===== src/rtl/router_fsm_if.sv =====
// Signal bundle between the router packet-reception FSM and its neighbours
// (source, register block, synchroniser).
interface router_fsm_if;
   // pkt_valid qualifies data_in; while busy=1 the source must hold the current byte,
   // and the byte is taken on the rising edge where pkt_valid=1 and busy=0.
   logic       pkt_valid;
   logic [1:0] data_in;
   logic       fifo_full;
   logic       fifo_empty_0;
   logic       fifo_empty_1;
   logic       fifo_empty_2;
   logic       soft_reset_0;
   logic       soft_reset_1;
   logic       soft_reset_2;
   logic       parity_done;
   logic       low_pkt_valid;
   logic       busy;
   logic       detect_add;
   logic       lfd_state;
   logic       ld_state;
   logic       laf_state;
   logic       full_state;
   logic       write_enb_reg;
   logic       rst_int_reg;

   modport slave (
      input  pkt_valid, data_in, fifo_full,
      input  fifo_empty_0, fifo_empty_1, fifo_empty_2,
      input  soft_reset_0, soft_reset_1, soft_reset_2,
      input  parity_done, low_pkt_valid,
      output busy, detect_add, lfd_state, ld_state, laf_state,
      output full_state, write_enb_reg, rst_int_reg
   );

   modport master (
      output pkt_valid, data_in, fifo_full,
      output fifo_empty_0, fifo_empty_1, fifo_empty_2,
      output soft_reset_0, soft_reset_1, soft_reset_2,
      output parity_done, low_pkt_valid,
      input  busy, detect_add, lfd_state, ld_state, laf_state,
      input  full_state, write_enb_reg, rst_int_reg
   );
endinterface


===== src/rtl/router_fsm.sv =====
// Packet-reception controller for the 1x3 router: a Moore FSM that sequences
// header decode, payload load, parity load and FIFO-full stalls.
module router_fsm (
   input  logic             clk,
   input  logic             resetn,
   router_fsm_if.slave      bus,
   output logic [2:0]       dbg_state
);

   typedef enum logic [2:0] {
      DECODE_ADDRESS     = 3'd0,
      WAIT_TILL_EMPTY    = 3'd1,
      LOAD_FIRST_DATA    = 3'd2,
      LOAD_DATA          = 3'd3,
      FIFO_FULL_STATE    = 3'd4,
      LOAD_AFTER_FULL    = 3'd5,
      LOAD_PARITY        = 3'd6,
      CHECK_PARITY_ERROR = 3'd7
   } state_t;

   state_t     state_q, state_d;
   logic [1:0] addr_q, addr_d;
   logic       empty_in;
   logic       empty_addr;
   logic       soft_addr;

   // Address 3 selects nothing: it reads as never-empty and never soft-reset.
   always_comb begin
      empty_in   = 1'b0;
      empty_addr = 1'b0;
      soft_addr  = 1'b0;
      case (bus.data_in)
         2'd0:    empty_in = bus.fifo_empty_0;
         2'd1:    empty_in = bus.fifo_empty_1;
         2'd2:    empty_in = bus.fifo_empty_2;
         default: empty_in = 1'b0;
      endcase
      case (addr_q)
         2'd0:    begin empty_addr = bus.fifo_empty_0; soft_addr = bus.soft_reset_0; end
         2'd1:    begin empty_addr = bus.fifo_empty_1; soft_addr = bus.soft_reset_1; end
         2'd2:    begin empty_addr = bus.fifo_empty_2; soft_addr = bus.soft_reset_2; end
         default: begin empty_addr = 1'b0;             soft_addr = 1'b0;             end
      endcase
   end

   always_ff @(posedge clk) begin
      if (!resetn) begin
         state_q <= DECODE_ADDRESS;
         addr_q  <= 2'd0;
      end else begin
         state_q <= state_d;
         addr_q  <= addr_d;
      end
   end

   always_comb begin
      state_d = state_q;
      addr_d  = addr_q;
      if (state_q == DECODE_ADDRESS && bus.pkt_valid)
         addr_d = bus.data_in;
      if (state_q != DECODE_ADDRESS && soft_addr) begin
         state_d = DECODE_ADDRESS;
      end else begin
         case (state_q)
            DECODE_ADDRESS:
               if (bus.pkt_valid && bus.data_in != 2'd3)
                  state_d = empty_in ? LOAD_FIRST_DATA : WAIT_TILL_EMPTY;
            WAIT_TILL_EMPTY:
               if (empty_addr) state_d = LOAD_FIRST_DATA;
            LOAD_FIRST_DATA:
               state_d = LOAD_DATA;
            LOAD_DATA:
               if (bus.fifo_full)       state_d = FIFO_FULL_STATE;
               else if (!bus.pkt_valid) state_d = LOAD_PARITY;
            FIFO_FULL_STATE:
               if (!bus.fifo_full) state_d = LOAD_AFTER_FULL;
            LOAD_AFTER_FULL:
               if (bus.parity_done)        state_d = DECODE_ADDRESS;
               else if (bus.low_pkt_valid) state_d = LOAD_PARITY;
               else                        state_d = LOAD_DATA;
            LOAD_PARITY:
               state_d = CHECK_PARITY_ERROR;
            CHECK_PARITY_ERROR:
               state_d = bus.fifo_full ? FIFO_FULL_STATE : DECODE_ADDRESS;
            default:
               state_d = DECODE_ADDRESS;
         endcase
      end
   end

   always_comb begin
      bus.busy          = 1'b0;
      bus.detect_add    = 1'b0;
      bus.lfd_state     = 1'b0;
      bus.ld_state      = 1'b0;
      bus.laf_state     = 1'b0;
      bus.full_state    = 1'b0;
      bus.write_enb_reg = 1'b0;
      bus.rst_int_reg   = 1'b0;
      case (state_q)
         DECODE_ADDRESS:     bus.detect_add = 1'b1;
         WAIT_TILL_EMPTY:    bus.busy = 1'b1;
         LOAD_FIRST_DATA:    begin bus.lfd_state = 1'b1; bus.busy = 1'b1; end
         LOAD_DATA:          begin bus.ld_state = 1'b1; bus.write_enb_reg = 1'b1; end
         FIFO_FULL_STATE:    begin bus.full_state = 1'b1; bus.busy = 1'b1; end
         LOAD_AFTER_FULL:    begin bus.laf_state = 1'b1; bus.write_enb_reg = 1'b1; bus.busy = 1'b1; end
         LOAD_PARITY:        begin bus.write_enb_reg = 1'b1; bus.busy = 1'b1; end
         CHECK_PARITY_ERROR: begin bus.rst_int_reg = 1'b1; bus.busy = 1'b1; end
         default:            bus.detect_add = 1'b1;
      endcase
   end

   assign dbg_state = state_q;

endmodule


===== src/flat_wrapper.sv =====
// flat-port wrapper written by rule: the top's interface ports become plain ports
module router_fsm_flat 
  (clk, resetn, dbg_state, bus_pkt_valid, bus_data_in, bus_fifo_full, bus_fifo_empty_0, bus_fifo_empty_1, bus_fifo_empty_2, bus_soft_reset_0, bus_soft_reset_1, bus_soft_reset_2, bus_parity_done, bus_low_pkt_valid, bus_busy, bus_detect_add, bus_lfd_state, bus_ld_state, bus_laf_state, bus_full_state, bus_write_enb_reg, bus_rst_int_reg);
  router_fsm_if bus_i ();
  input  logic clk;
  input  logic resetn;
  output logic [2:0] dbg_state;
  input wire logic [$bits(bus_i.pkt_valid)-1:0] bus_pkt_valid;
  input wire logic [$bits(bus_i.data_in)-1:0] bus_data_in;
  input wire logic [$bits(bus_i.fifo_full)-1:0] bus_fifo_full;
  input wire logic [$bits(bus_i.fifo_empty_0)-1:0] bus_fifo_empty_0;
  input wire logic [$bits(bus_i.fifo_empty_1)-1:0] bus_fifo_empty_1;
  input wire logic [$bits(bus_i.fifo_empty_2)-1:0] bus_fifo_empty_2;
  input wire logic [$bits(bus_i.soft_reset_0)-1:0] bus_soft_reset_0;
  input wire logic [$bits(bus_i.soft_reset_1)-1:0] bus_soft_reset_1;
  input wire logic [$bits(bus_i.soft_reset_2)-1:0] bus_soft_reset_2;
  input wire logic [$bits(bus_i.parity_done)-1:0] bus_parity_done;
  input wire logic [$bits(bus_i.low_pkt_valid)-1:0] bus_low_pkt_valid;
  output wire logic [$bits(bus_i.busy)-1:0] bus_busy;
  output wire logic [$bits(bus_i.detect_add)-1:0] bus_detect_add;
  output wire logic [$bits(bus_i.lfd_state)-1:0] bus_lfd_state;
  output wire logic [$bits(bus_i.ld_state)-1:0] bus_ld_state;
  output wire logic [$bits(bus_i.laf_state)-1:0] bus_laf_state;
  output wire logic [$bits(bus_i.full_state)-1:0] bus_full_state;
  output wire logic [$bits(bus_i.write_enb_reg)-1:0] bus_write_enb_reg;
  output wire logic [$bits(bus_i.rst_int_reg)-1:0] bus_rst_int_reg;
  assign bus_i.pkt_valid = bus_pkt_valid;
  assign bus_i.data_in = bus_data_in;
  assign bus_i.fifo_full = bus_fifo_full;
  assign bus_i.fifo_empty_0 = bus_fifo_empty_0;
  assign bus_i.fifo_empty_1 = bus_fifo_empty_1;
  assign bus_i.fifo_empty_2 = bus_fifo_empty_2;
  assign bus_i.soft_reset_0 = bus_soft_reset_0;
  assign bus_i.soft_reset_1 = bus_soft_reset_1;
  assign bus_i.soft_reset_2 = bus_soft_reset_2;
  assign bus_i.parity_done = bus_parity_done;
  assign bus_i.low_pkt_valid = bus_low_pkt_valid;
  assign bus_busy = bus_i.busy;
  assign bus_detect_add = bus_i.detect_add;
  assign bus_lfd_state = bus_i.lfd_state;
  assign bus_ld_state = bus_i.ld_state;
  assign bus_laf_state = bus_i.laf_state;
  assign bus_full_state = bus_i.full_state;
  assign bus_write_enb_reg = bus_i.write_enb_reg;
  assign bus_rst_int_reg = bus_i.rst_int_reg;
  router_fsm u_core (.clk(clk), .resetn(resetn), .bus(bus_i), .dbg_state(dbg_state));
endmodule

===== config.mk =====
export PLATFORM = sky130hd
export DESIGN_NAME = router_fsm_flat
export DESIGN_NICKNAME = d
export VERILOG_FILES = /design/src/rtl/router_fsm_if.sv /design/src/rtl/router_fsm.sv /design/src/flat_wrapper.sv
export SDC_FILE = /design/constraint.sdc
export NUM_CORES = 1
export LEC_CHECK = 0
export ABC_AREA = 0
export ABC_CLOCK_PERIOD_IN_PS = 2000
export BUFFER_PORTS_ARGS = -buffer_cell sky130_fd_sc_hd__clkbuf_2
export CAP_MARGIN = 20
export CORE_AREA = 2 2 39 41
export CTS_BUF_LIST = sky130_fd_sc_hd__clkbuf_8
export DETAILED_ROUTE_END_ITERATION = 12
export DIE_AREA = 0 0 41 43
export GPL_TIMING_DRIVEN = 1
export HOLD_SLACK_MARGIN = 0.1
export SYNTH_ARGS = -nofsm -noshare
export SYNTH_HDL_FRONTEND = slang
export SYNTH_SLANG_ARGS = --single-unit

===== constraint.sdc =====
create_clock -name clk -period 2 [get_ports clk]
set_clock_uncertainty 0.2 [all_clocks]
set_input_delay 0.1 -clock clk [delete_from_list [all_inputs] [get_ports clk]]
set_output_delay 0.1 -clock clk [all_outputs]
set_load 0.02 [all_outputs]

==> results.yml <==
power:
  power_density_nw_per_um2: 773
  peakVddDrop_mv: 0.499
  p_leak_nw: 0.350
worst_setup_path:
  cp_max_fo: 9
  cp_cell_sequence: "or3_4 > clkinv_2 > nand3_1 > dlygate4sd3_1 > a21boi_1"
  cp.required_ps: 1950
  critPathTopFamily: "buffers and inverters"
  crit_path_start_kind: "register"
  critical_path.max_stage_delay_ps: 560
  cp.arrival_ps: 1860
  crit_path_top_delay_cell: "dlygate4sd3_1"
  critPathCaptureType: "register"
  critPathKind: "reg -> reg"
  path_buf_inv: 2
finish:
  fin_nets: 110
  final_cells: 111
  mostFrequentLayoutCells: "24 x clkbuf_2, 8 x nand2_1, 7 x dlygate4sd3_1"
  antenna_cells: 0
  syn2layout_area_growth_pct: 56.4
  drive_gt1_frac: 0.389
  final_common_cell: "clkbuf_2"
yosys:
  synthAdderAreaFrac: 0
  ys_ff_latch: 5
  yosys-mux-area-fraction: 0.0654
  synthSimpleGateAreaFrac: 0.341
  async_flop_share: 0
  synth_cell_type_count: 31
  synthesis.area_sq_um: 459
  avgSynthCellArea_sq_um: 7.53
  synth-warning-count: 0
  synth_edf_count: 0
  synthCells: 61
  syn_nets: 75
  synth_top_family_by_area: "simple AND/OR/NAND/NOR gates"
  yosysSeqAreaShare: 0.218
  synth_xor_area_frac: 0.0191
  synth_compound_area_frac: 0.292
  synth_ff_type: "dfxtp_1"
routing:
  wire_per_inst_um: 11.2
  via_per_inst: 5.04
  dr.pass1.iters: 3
  drc: 0
  drt-total-wl_mm: 1.24
  drtIter0Drc: 6
  dr_total_vias: 559
  antenna_left: 0
die:
  start_util: 0.332
  core-area_sq_um: 1380
  num_io_pins: 25
  rows: 14
  fp.dieH_um: 43
  die-area_sq_um: 1760
  die_x_um: 41
clocking:
  h-tree-depth: 1
  clk_pin_slew_ps: 40
  worst_skew_pair.late_latency_ps: 220
  clock_sinks: 5
  cts_setup_buffers: 0
  cts_tree: "yes"
  root_buffer: "clkbuf_8"
  cts_inserted_buffers: 3
  clockBufferDepth: 2
place:
  routabilityCongestion: 0.781
  placed_cells: 100
  place_hpwl_um: 898
  port_buffers: 24
timing:
  slew_headroom: 0.735
  maxClockFrequency_mhz: 523
  fin_crit_ps: 1910
  slew_violations: 0
  finalSetupTns_ps: 0
  setup_viol: 0
  period_share: 0.955
  hold_viol_final: 0
  worst_pin_slew_ps: 393
  grt_setup_unrepaired: "no"
status:
  run_status: "finished, final reports clean"
grt:
  antenna_found_initial: 0
  grt_util_all_layers: 0.163
  grt-ovfl-total: 0
  grt_start_max_net_pins: 18
  grt_pass1_wl_mm: 1.99
  grt_pass1_vias: 497
worst_hold_path:
  hp-class: "in -> reg"
run:
  cap_violations: 0
[cells by family after synthesis]
| kind of cell | count (synthesis) |
|---|---|
| buf+inv | 7 |
| mux | 3 |
| compound gates | 19 |
| flops | 5 |
| xor+xnor | 1 |
| simple gates | 26 |
[synth_stat cells (2+ instances only)]
cell type / count / area (sq um)
a21boi_1: 2 / 15.0
a21oi_1: 4 / 20.0
buf_2: 2 / 10.0
dfxtp_1: 5 / 100
inv_1: 2 / 7.51
mux2i_1: 3 / 30.0
nand2_1: 8 / 30.0
nand3_1: 2 / 10.0
nand3b_1: 3 / 22.5
nor2_1: 3 / 11.3
o211ai_1: 2 / 15.0
o21ai_0: 4 / 20.0
o31ai_1: 2 / 15.0
or2b_1: 2 / 15.0
[tightest hold or removal path, stage by stage]
cell and delay, ps:
clkbuf_2 70, nand3b_1 60, o21ai_0 160, nor4b_1 80
[registers in the layout, summed over array words and instances, names as in the netlist]
register          count
u_core.addr_q         2
u_core.dbg_state      3
[power by group]
part	internal, W	switching (W)
combinational	0.000112	0.000124
sequential	0.000114	0.0000235
clock	0.000132	0.0000500
[stage by stage]
stage	cell area [sq um]	hold WS, ps	worst slack, ps	power [W]	utilization
floorplan	459	46.4	179	0.000292	-
global placement	601	194	323	0.000361	0.434
detailed placement	601	200	360	0.000361	0.434
CTS	716	115	20.4	0.000560	0.517
global route	718	149	16.0	0.000599	0.519
finish	718	102	89.6	0.000555	0.519
[path summary, 6_finish.rpt]
kind,slack [ps],to,start,cells after the start
setup / recovery,90,u_core.addr_q[1],u_core.dbg_state[1],5
hold / removal,100,u_core.dbg_state[2],bus_soft_reset_1,4
setup reg to reg,90,u_core.addr_q[1],u_core.dbg_state[1],5
hold reg to reg,310,u_core.addr_q[0],u_core.addr_q[0],2
[final cells by class]
class	count	area, sq um
sequential	5	103
clock buffer	3	41.3
clock inverter	1	3.75
tap	16	20.0
fill	145	666
multi-input combinational	49	329
timing repair buffer	33	205
inverter	4	16.3
[routing by layer]
layer,GRT usage,vias up,wire (um)
li1,-,290,-
met1,0.205,247,559
met2,0.263,22,573
met3,0.0628,0,104
met4,0.0200,0,0
met5,0,-,0
[repair_timing]
item / CTS / global route
hold buffers: 7 / 0
resized for setup: 0 / 2
hold endpoints to repair: 5 / 0
setup endpoints to repair: 0 / 1
(Power assumes the default switching activity.)
